==> src/rtl/tdm_mul_sat.sv <==
// Time-multiplexed fixed-point multiplier: one shared multiplier serves NUM_UNITS channels per frame.
// Results are shifted by FIXED_POINT and saturated, then published all at once when the frame completes.
module tdm_mul_sat #(
    parameter int C_WIDTH     = 32,
    parameter int FIXED_POINT = 8,
    parameter int NUM_UNITS   = 8,
    parameter int SIGNED      = 0
) (
    input  logic                           ctl_clk,
    input  logic                           ctl_rst,
    input  logic                           start,
    input  logic [C_WIDTH*NUM_UNITS-1:0]   multiplicands,
    input  logic [C_WIDTH*NUM_UNITS-1:0]   multipliers,
    output logic [C_WIDTH*NUM_UNITS-1:0]   products,
    output logic [NUM_UNITS-1:0]           overflow,
    output logic                           busy,
    output logic                           done
);
    localparam int W   = C_WIDTH;
    localparam int PW  = 2 * C_WIDTH;
    localparam int IW  = $clog2(NUM_UNITS);
    localparam bit SGN = (SIGNED != 0);

    typedef enum logic [1:0] {S_IDLE, S_ISSUE, S_DRAIN} state_t;

    state_t                 r_state;
    logic [IW-1:0]          r_idx;
    logic                   r_drain;
    logic [W*NUM_UNITS-1:0] r_a;
    logic [W*NUM_UNITS-1:0] r_b;
    logic [PW-1:0]          r_p1;
    logic                   r_p1_vld;
    logic [IW-1:0]          r_p1_ch;
    logic [W*NUM_UNITS-1:0] r_res;
    logic [NUM_UNITS-1:0]   r_res_ovf;
    logic [W*NUM_UNITS-1:0] r_products;
    logic [NUM_UNITS-1:0]   r_overflow;
    logic                   r_busy;
    logic                   r_done;

    logic [W-1:0]           w_op_a;
    logic [W-1:0]           w_op_b;
    logic [PW-1:0]          w_ax;
    logic [PW-1:0]          w_bx;
    logic [PW-1:0]          w_prod;
    logic signed [PW-1:0]   w_sh_s;
    logic [PW-1:0]          w_sh_u;
    logic [PW-1:0]          w_sh;
    logic [W-1:0]           w_sat;
    logic                   w_ovf;

    assign w_op_a = r_a[r_idx*W +: W];
    assign w_op_b = r_b[r_idx*W +: W];

    // Extending both operands to PW bits makes the low PW product bits correct for either signedness.
    assign w_ax   = {{W{SGN & w_op_a[W-1]}}, w_op_a};
    assign w_bx   = {{W{SGN & w_op_b[W-1]}}, w_op_b};
    assign w_prod = w_ax * w_bx;

    assign w_sh_s = $signed(r_p1) >>> FIXED_POINT;
    assign w_sh_u = r_p1 >> FIXED_POINT;
    assign w_sh   = SGN ? w_sh_s : w_sh_u;

    always_comb begin
        w_sat = w_sh[W-1:0];
        w_ovf = 1'b0;
        if (SGN) begin
            // Representable only when the top W+1 bits are a pure sign extension.
            if (w_sh[PW-1:W-1] != {(W+1){w_sh[PW-1]}}) begin
                w_ovf = 1'b1;
                w_sat = w_sh[PW-1] ? {1'b1, {(W-1){1'b0}}} : {1'b0, {(W-1){1'b1}}};
            end
        end else if (|w_sh[PW-1:W]) begin
            w_ovf = 1'b1;
            w_sat = '1;
        end
    end

    always_ff @(posedge ctl_clk) begin
        if (ctl_rst) begin
            r_state    <= S_IDLE;
            r_idx      <= '0;
            r_drain    <= 1'b0;
            r_a        <= '0;
            r_b        <= '0;
            r_p1       <= '0;
            r_p1_vld   <= 1'b0;
            r_p1_ch    <= '0;
            r_res      <= '0;
            r_res_ovf  <= '0;
            r_products <= '0;
            r_overflow <= '0;
            r_busy     <= 1'b0;
            r_done     <= 1'b0;
        end else begin
            r_done   <= 1'b0;
            r_p1_vld <= 1'b0;
            if (r_p1_vld) begin
                r_res[r_p1_ch*W +: W] <= w_sat;
                r_res_ovf[r_p1_ch]    <= w_ovf;
            end
            case (r_state)
                S_IDLE: begin
                    if (start) begin
                        r_a     <= multiplicands;
                        r_b     <= multipliers;
                        r_busy  <= 1'b1;
                        r_idx   <= '0;
                        r_state <= S_ISSUE;
                    end
                end
                S_ISSUE: begin
                    r_p1     <= w_prod;
                    r_p1_vld <= 1'b1;
                    r_p1_ch  <= r_idx;
                    if (r_idx == IW'(NUM_UNITS - 1)) begin
                        r_drain <= 1'b0;
                        r_state <= S_DRAIN;
                    end else begin
                        r_idx <= r_idx + 1'b1;
                    end
                end
                S_DRAIN: begin
                    // Second drain cycle: last channel has landed in the buffer, publish the whole frame.
                    r_drain <= 1'b1;
                    if (r_drain) begin
                        r_products <= r_res;
                        r_overflow <= r_res_ovf;
                        r_done     <= 1'b1;
                        r_busy     <= 1'b0;
                        r_state    <= S_IDLE;
                    end
                end
                default: r_state <= S_IDLE;
            endcase
        end
    end

    assign products = r_products;
    assign overflow = r_overflow;
    assign busy     = r_busy;
    assign done     = r_done;
endmodule
==> config.mk <==
export PLATFORM = sky130hd
export DESIGN_NAME = tdm_mul_sat
export DESIGN_NICKNAME = d
export VERILOG_FILES = /design/src/rtl/tdm_mul_sat.sv
export SDC_FILE = /design/constraint.sdc
export NUM_CORES = 2
export LEC_CHECK = 0
export ABC_CLOCK_PERIOD_IN_PS = 13500
export CAP_MARGIN = 25
export CORE_ASPECT_RATIO = 1.75
export CORE_UTILIZATION = 58
export DETAILED_ROUTE_END_ITERATION = 12
export GPL_TIMING_DRIVEN = 0
export HOLD_SLACK_MARGIN = 0.15
export MAX_ROUTING_LAYER = met4
export PLACE_DENSITY = 0.9
export SETUP_SLACK_MARGIN = 0.3
export SYNTH_ARGS = -nofsm -noshare
export SYNTH_HDL_FRONTEND = slang
export SYNTH_SLANG_ARGS = --single-unit
==> constraint.sdc <==
create_clock -name ctl_clk -period 13.5 [get_ports ctl_clk]
set_input_delay 1.35 -clock ctl_clk [delete_from_list [all_inputs] [get_ports ctl_clk]]
set_output_delay 1.35 -clock ctl_clk [all_outputs]
set_load 0.02 [all_outputs]
==> metrics.md, run 1 <==
| Metric | Value |
|---|---|
| Status | `aborted with a tool error` |
| Halt Stage | `global routing (5_1_grt)` |
| Tool Error | `[ERROR GRT-0116] Global routing finished with congestion. Check the congestion regions in the DRC Viewer.` |
| Top cell type's share of synthesized area | `29.8%` |
| Post-CTS Resized | `0` |
| RePlAce Congestion | `1.21` |
| Clk sinks | `1108` |
| Placed Instances | `11400` |
| Largest net degree at the start of global routing | `18` |
| Num rows | `173` |
| Clk buf depth | `3` |
| Syn Nets | `10500` |
| Die width | `273 µm` |
| Pre-CTS WS | `0.411 ns` |
| Overflow after GRT | `646` |
| HPWL after DPL | `313 mm` |
| Top post-synthesis cells by area | `dfxtp_1 30%, fa_1 24%, nand2_1 10%` |
| Primary FF master, synth | `dfxtp_1` |
| Starting density of the core | `58.6%` |
| Post-Synthesis Cell Area | `74400 µm²` |
| Number of synthesized flops with an enable pin | `0` |
| Register area share after synthesis | `29.8%` |
| Die Y | `476 µm` |
| First-pass GRT wire length | `686 mm` |
| Post-CTS Setup Bufs | `0` |
| TritonCTS buffer count | `94` |
| H-tree depth | `3` |
| Syn_area_per_cell | `8.39 µm²` |
| # port buffers | `779` |
| Leading area contributor after synthesis | `dfxtp_1` |
| Post-synthesis cell count | `8869` |
| Synth Register Bits | `1108` |
| I/O Pins | `781` |
| Post-synth cell types | `68` |
| # hold bufs at CTS | `0` |
| Root Driver | `clkbuf_16` |
| Number of global-route vias before repair | `85600` |
| Total GRT Usage | `74.7%` |
| Yosys warnings | `0` |
| Dpl cell area | `85800 µm²` |
| Ys async rst share | `0%` |
[metal layers]
layer | overflow | GRT usage, %
met1 | 1 | 71.2
met2 | 393 | 94.7
met3 | 11 | 49.8
met4 | 241 | 80.7
met5 | - | -
[cell usage after synthesis (all sizes together), types with 29 or more instances]
| cell | instances |
|---|---|
| mux2i | 72 |
| clkbuf | 557 |
| nand3 | 32 |
| o21ai | 116 |
| fa | 895 |
| dfxtp | 1108 |
| buf | 31 |
| mux4 | 126 |
| ha | 264 |
| a21oi | 1100 |
| a211oi | 38 |
| nor2 | 1149 |
| inv | 902 |
| nand2 | 2057 |
| mux2 | 51 |
| a21o | 46 |
| nand2b | 46 |
| nor3 | 29 |
[stage by stage]
stage | setup TNS, ns | utilization, %
CTS | 0 | 70.0
floorplan | 0 | -
global placement | -2.97 | 66.3
detailed placement | 0 | 67.5
[cells by family after synthesis]
| logic type | after synthesis | share of synthesized area (%) |
|---|---|---|
| and+or+nand+nor | 3438 | 18.1 |
| AOI/OAI and AO/OA | 1382 | 9.96 |
| DFF | 1108 | 29.8 |
| xor gates and xnor gates | 40 | 0.471 |
| adders and majority gates | 1159 | 28.5 |
| muxes | 249 | 5.58 |
| buffers and inverters | 1493 | 7.58 |
==> run 2: changes to the inputs <==
- CORE_ASPECT_RATIO: 1.75 -> unset
- CORE_UTILIZATION: 58 -> 40
- HOLD_SLACK_MARGIN: 0.15 -> unset
- MAX_ROUTING_LAYER: met4 -> unset
- PLACE_DENSITY: 0.9 -> unset
- PLACE_DENSITY_LB_ADDON: unset -> 0.15
- SETUP_SLACK_MARGIN: 0.3 -> unset
==> run 2 against run 1 <==
The flow now finishes without violations. Synthesized cell count did not move. Area after synthesis did not move.
==> metrics.md, run 2 <==
| Metric | Value |
|---|---|
| Clk buf depth | `3 (unchanged)` |
| Starting DRT DRC Count | `6459` |
| Status | `finished, final reports clean (was aborted with a tool error)` |
| Least-Margin Pin Slew | `1.22 ns` |
| Crit path capture type | `flip-flop` |
| Drt first pass iters | `6` |
| Die width | `433 µm (was 273 µm)` |
| Static leakage | `0.0364 µW` |
| Nets | `11600` |
| CP max FO | `10` |
| Post-Synthesis Cell Area | `74400 µm² (unchanged)` |
| Rel. slew slack | `18.7%` |
| Syn Nets | `10500 (unchanged)` |
| P_sw | `3300 µW` |
| Slowest cell delay on critical path | `0.96 ns` |
| Delay-heaviest family, CP | `adder cells` |
| Critical path buffers and inverters | `8` |
| Routed WL | `353 mm` |
| Die area | `188000 µm²` |
| Placeable Area | `184000 µm²` |
| Pint | `6130 µW` |
| Number of global-route vias before repair | `69000` |
| Unrepaired setup endpoints after global routing | `false` |
| Fmax | `76.8 MHz` |
| Drt via density | `5.53` |
| Top post-synthesis cells by area | `dfxtp_1 30%, fa_1 24%, nand2_1 10% (unchanged)` |
| Syn_area_per_cell | `8.39 µm² (unchanged)` |
| Most common library cells after synthesis | `2057 x nand2_1, 1149 x nor2_1, 1108 x dfxtp_1 (unchanged)` |
| Primary FF master, synth | `dfxtp_1 (unchanged)` |
| CP max-delay cell | `clkbuf_1` |
| Switching Fraction | `35.0%` |
| Post-CTS Setup Bufs | `0 (unchanged)` |
| Clk pwr share | `34.4%` |
| Number of remaining DRC errors | `0` |
| Most common cell after layout, fill and taps aside | `nand2_1` |
| Data required, critical path | `14.13 ns` |
| Register area share after synthesis | `29.8% (unchanged)` |
| Final period util | `96.5%` |
| Clk sinks | `1108 (unchanged)` |
| TritonCTS buffer count | `114 (was 94)` |
| Initial antenna violation count | `19` |
| Die Y | `433 µm (was 476 µm)` |
| Hold Crit Class | `flip-flop to flip-flop` |
| Worst-path clk slew | `0.06 ns` |
| Post-CTS Resized | `0 (unchanged)` |
| WL per Instance | `28.4 µm` |
| Max VDD drop | `0.107 mV` |
| Final setup viols | `0` |
| Post-synth cell types | `68 (unchanged)` |
| Total GRT Usage | `37.3%` |
| Crit path kind | `flip-flop to flip-flop` |
| H-tree depth | `3 (unchanged)` |
| # hold bufs at CTS | `0 (unchanged)` |
| RePlAce Congestion | `1.04 (was 1.21)` |
| Layout cells sized above 1 | `5.41%` |
| CTS tree | `built` |
| Ys async rst share | `0% (unchanged)` |
| Leading area contributor after synthesis | `dfxtp_1 (unchanged)` |
| R2r startpoint | `r_idx[0]$_SDFFE_PP0P_` |
| Startpoint Class | `flip-flop` |
| Overflow after GRT | `0` |
| Sequential Power Share | `37.1%` |
| Clk_lat worst skew | `0.81 ns` |
| Largest net degree at the start of global routing | `19` |
| Starting density of the core | `40.5% (was 58.6%)` |
| First-pass GRT wire length | `494 mm` |
| Via count | `68800` |
| Most frequent cells in the layout | `2057 x nand2_1, 1148 x nor2_1, 1108 x dfxtp_1` |
| Num rows | `157 (was 173)` |
| Root Driver | `clkbuf_16 (unchanged)` |
| Synth Register Bits | `1108 (unchanged)` |
| Top-count cell post-synth | `nand2_1 (unchanged)` |
| Slew Viols, Final | `0` |
| # port buffers | `779 (unchanged)` |
| Yosys warnings | `0 (unchanged)` |
| Number of synthesized flops with an enable pin | `0 (unchanged)` |
| Top cell type's share of synthesized area | `29.8% (unchanged)` |
| Post-synthesis cell count | `8869 (unchanged)` |
| Worst EP arrival | `13.66 ns` |
| Logic gate share of total power | `28.5%` |
| Final Skew | `0.0675 ns` |
| Clock period minus worst slack | `13.03 ns` |
| Hold_sp | `r_res[22]$_SDFFE_PP0P_` |
| Final hold viol count | `0` |
| Cell repeated most along the worst path | `fa_1` |
| I/O Pins | `781 (unchanged)` |
| DRT antenna net count | `0` |
| Crit. Startpoint | `r_idx[0]$_SDFFE_PP0P_` |
| Maxcap violations | `0` |
| Util after Layout | `49.3%` |
| HPWL after DPL | `296 mm (was 313 mm)` |
| Area Growth Syn to Fin | `21.9%` |
| PD cells | `104 nW/µm²` |
| Setup TNS | `0 ns` |
==> run 2: final timing paths <==
path,slack (ns),end,cells past startpoint
max reg2reg,0.47,r_p1[63]$_SDFFE_PP0P_,30
min,0.40,products[22]$_SDFFE_PP0P_,2
max,0.47,r_p1[63]$_SDFFE_PP0P_,30
min reg2reg,0.40,products[22]$_SDFFE_PP0P_,2
==> run 2: power groups by stage <==
stage                     sequential, µW  clock (µW)  combinational [µW]
after floorplan                     3520           0                1400
after global placement              3560           0                2550
after detailed placement            3570           0                2620
after CTS                           3500        3260                2630
after global routing                3510        3400                2850
final                               3500        3250                2690
==> run 2: metal layers <==
layer / wire length, µm / part of all wire [%] / vias up / GRT usage [%]
li1: - / - / 29900 / -
met1: 136000 / 39 / 34400 / 46.8
met2: 159000 / 45 / 3645 / 58.9
met3: 30500 / 8.6 / 849 / 6.58
met4: 27400 / 7.8 / 10 / 24.5
met5: 67 / 0.019 / - / 0
==> run 2: cell families after synthesis <==
| kind of cell | share of synthesized area [%] |
|---|---|
| flip-flops | 29.8 |
| AND/OR/NAND/NOR | 18.1 |
| multiplexers | 5.58 |
| buffers and inverters | 7.58 |
| XOR/XNOR | 0.471 |
| AO/OA/AOI/OAI | 9.96 |
| adder cells (fa/ha/maj) | 28.5 |
==> run 2: final cells by class <==
class,count,area (µm²)
Clock buffer,167,3270
Clock inverter,36,553
Buffer,588,2260
Multi-Input combinational cell,6268,46700
Antenna cell,2,5.00
Fill cell,18300,93100
Tap cell,2464,3080
Timing Repair Buffer,901,9260
Inverter,905,3400
Sequential cell,1108,22200
==> run 2: worst reg2reg max path: cells and delay by family, from the launching register on <==
family,cells,cell delay [ns]
compound gates,6,1.84
buf+inv,8,2.99
mux,2,1.54
simple gates,5,1.38
fa+ha+maj,9,4.84
flops,1,0.37
==> run 2: through the flow <==
stage	cell area, µm²	power, µW	worst slack [ns]	std cells	hold slack (ns)
finish	90700	9440	0.473	12400	0.395
global route	90700	9750	0.270	12400	0.439
CTS	90600	9390	0.730	12400	0.405
detailed placement	86800	6190	0.796	12200	0.444
global placement	85300	6110	-0.643	12100	0.438
floorplan	74400	4920	3.87	8869	0.425
Note: power is estimated with default switching activity, not from simulation.
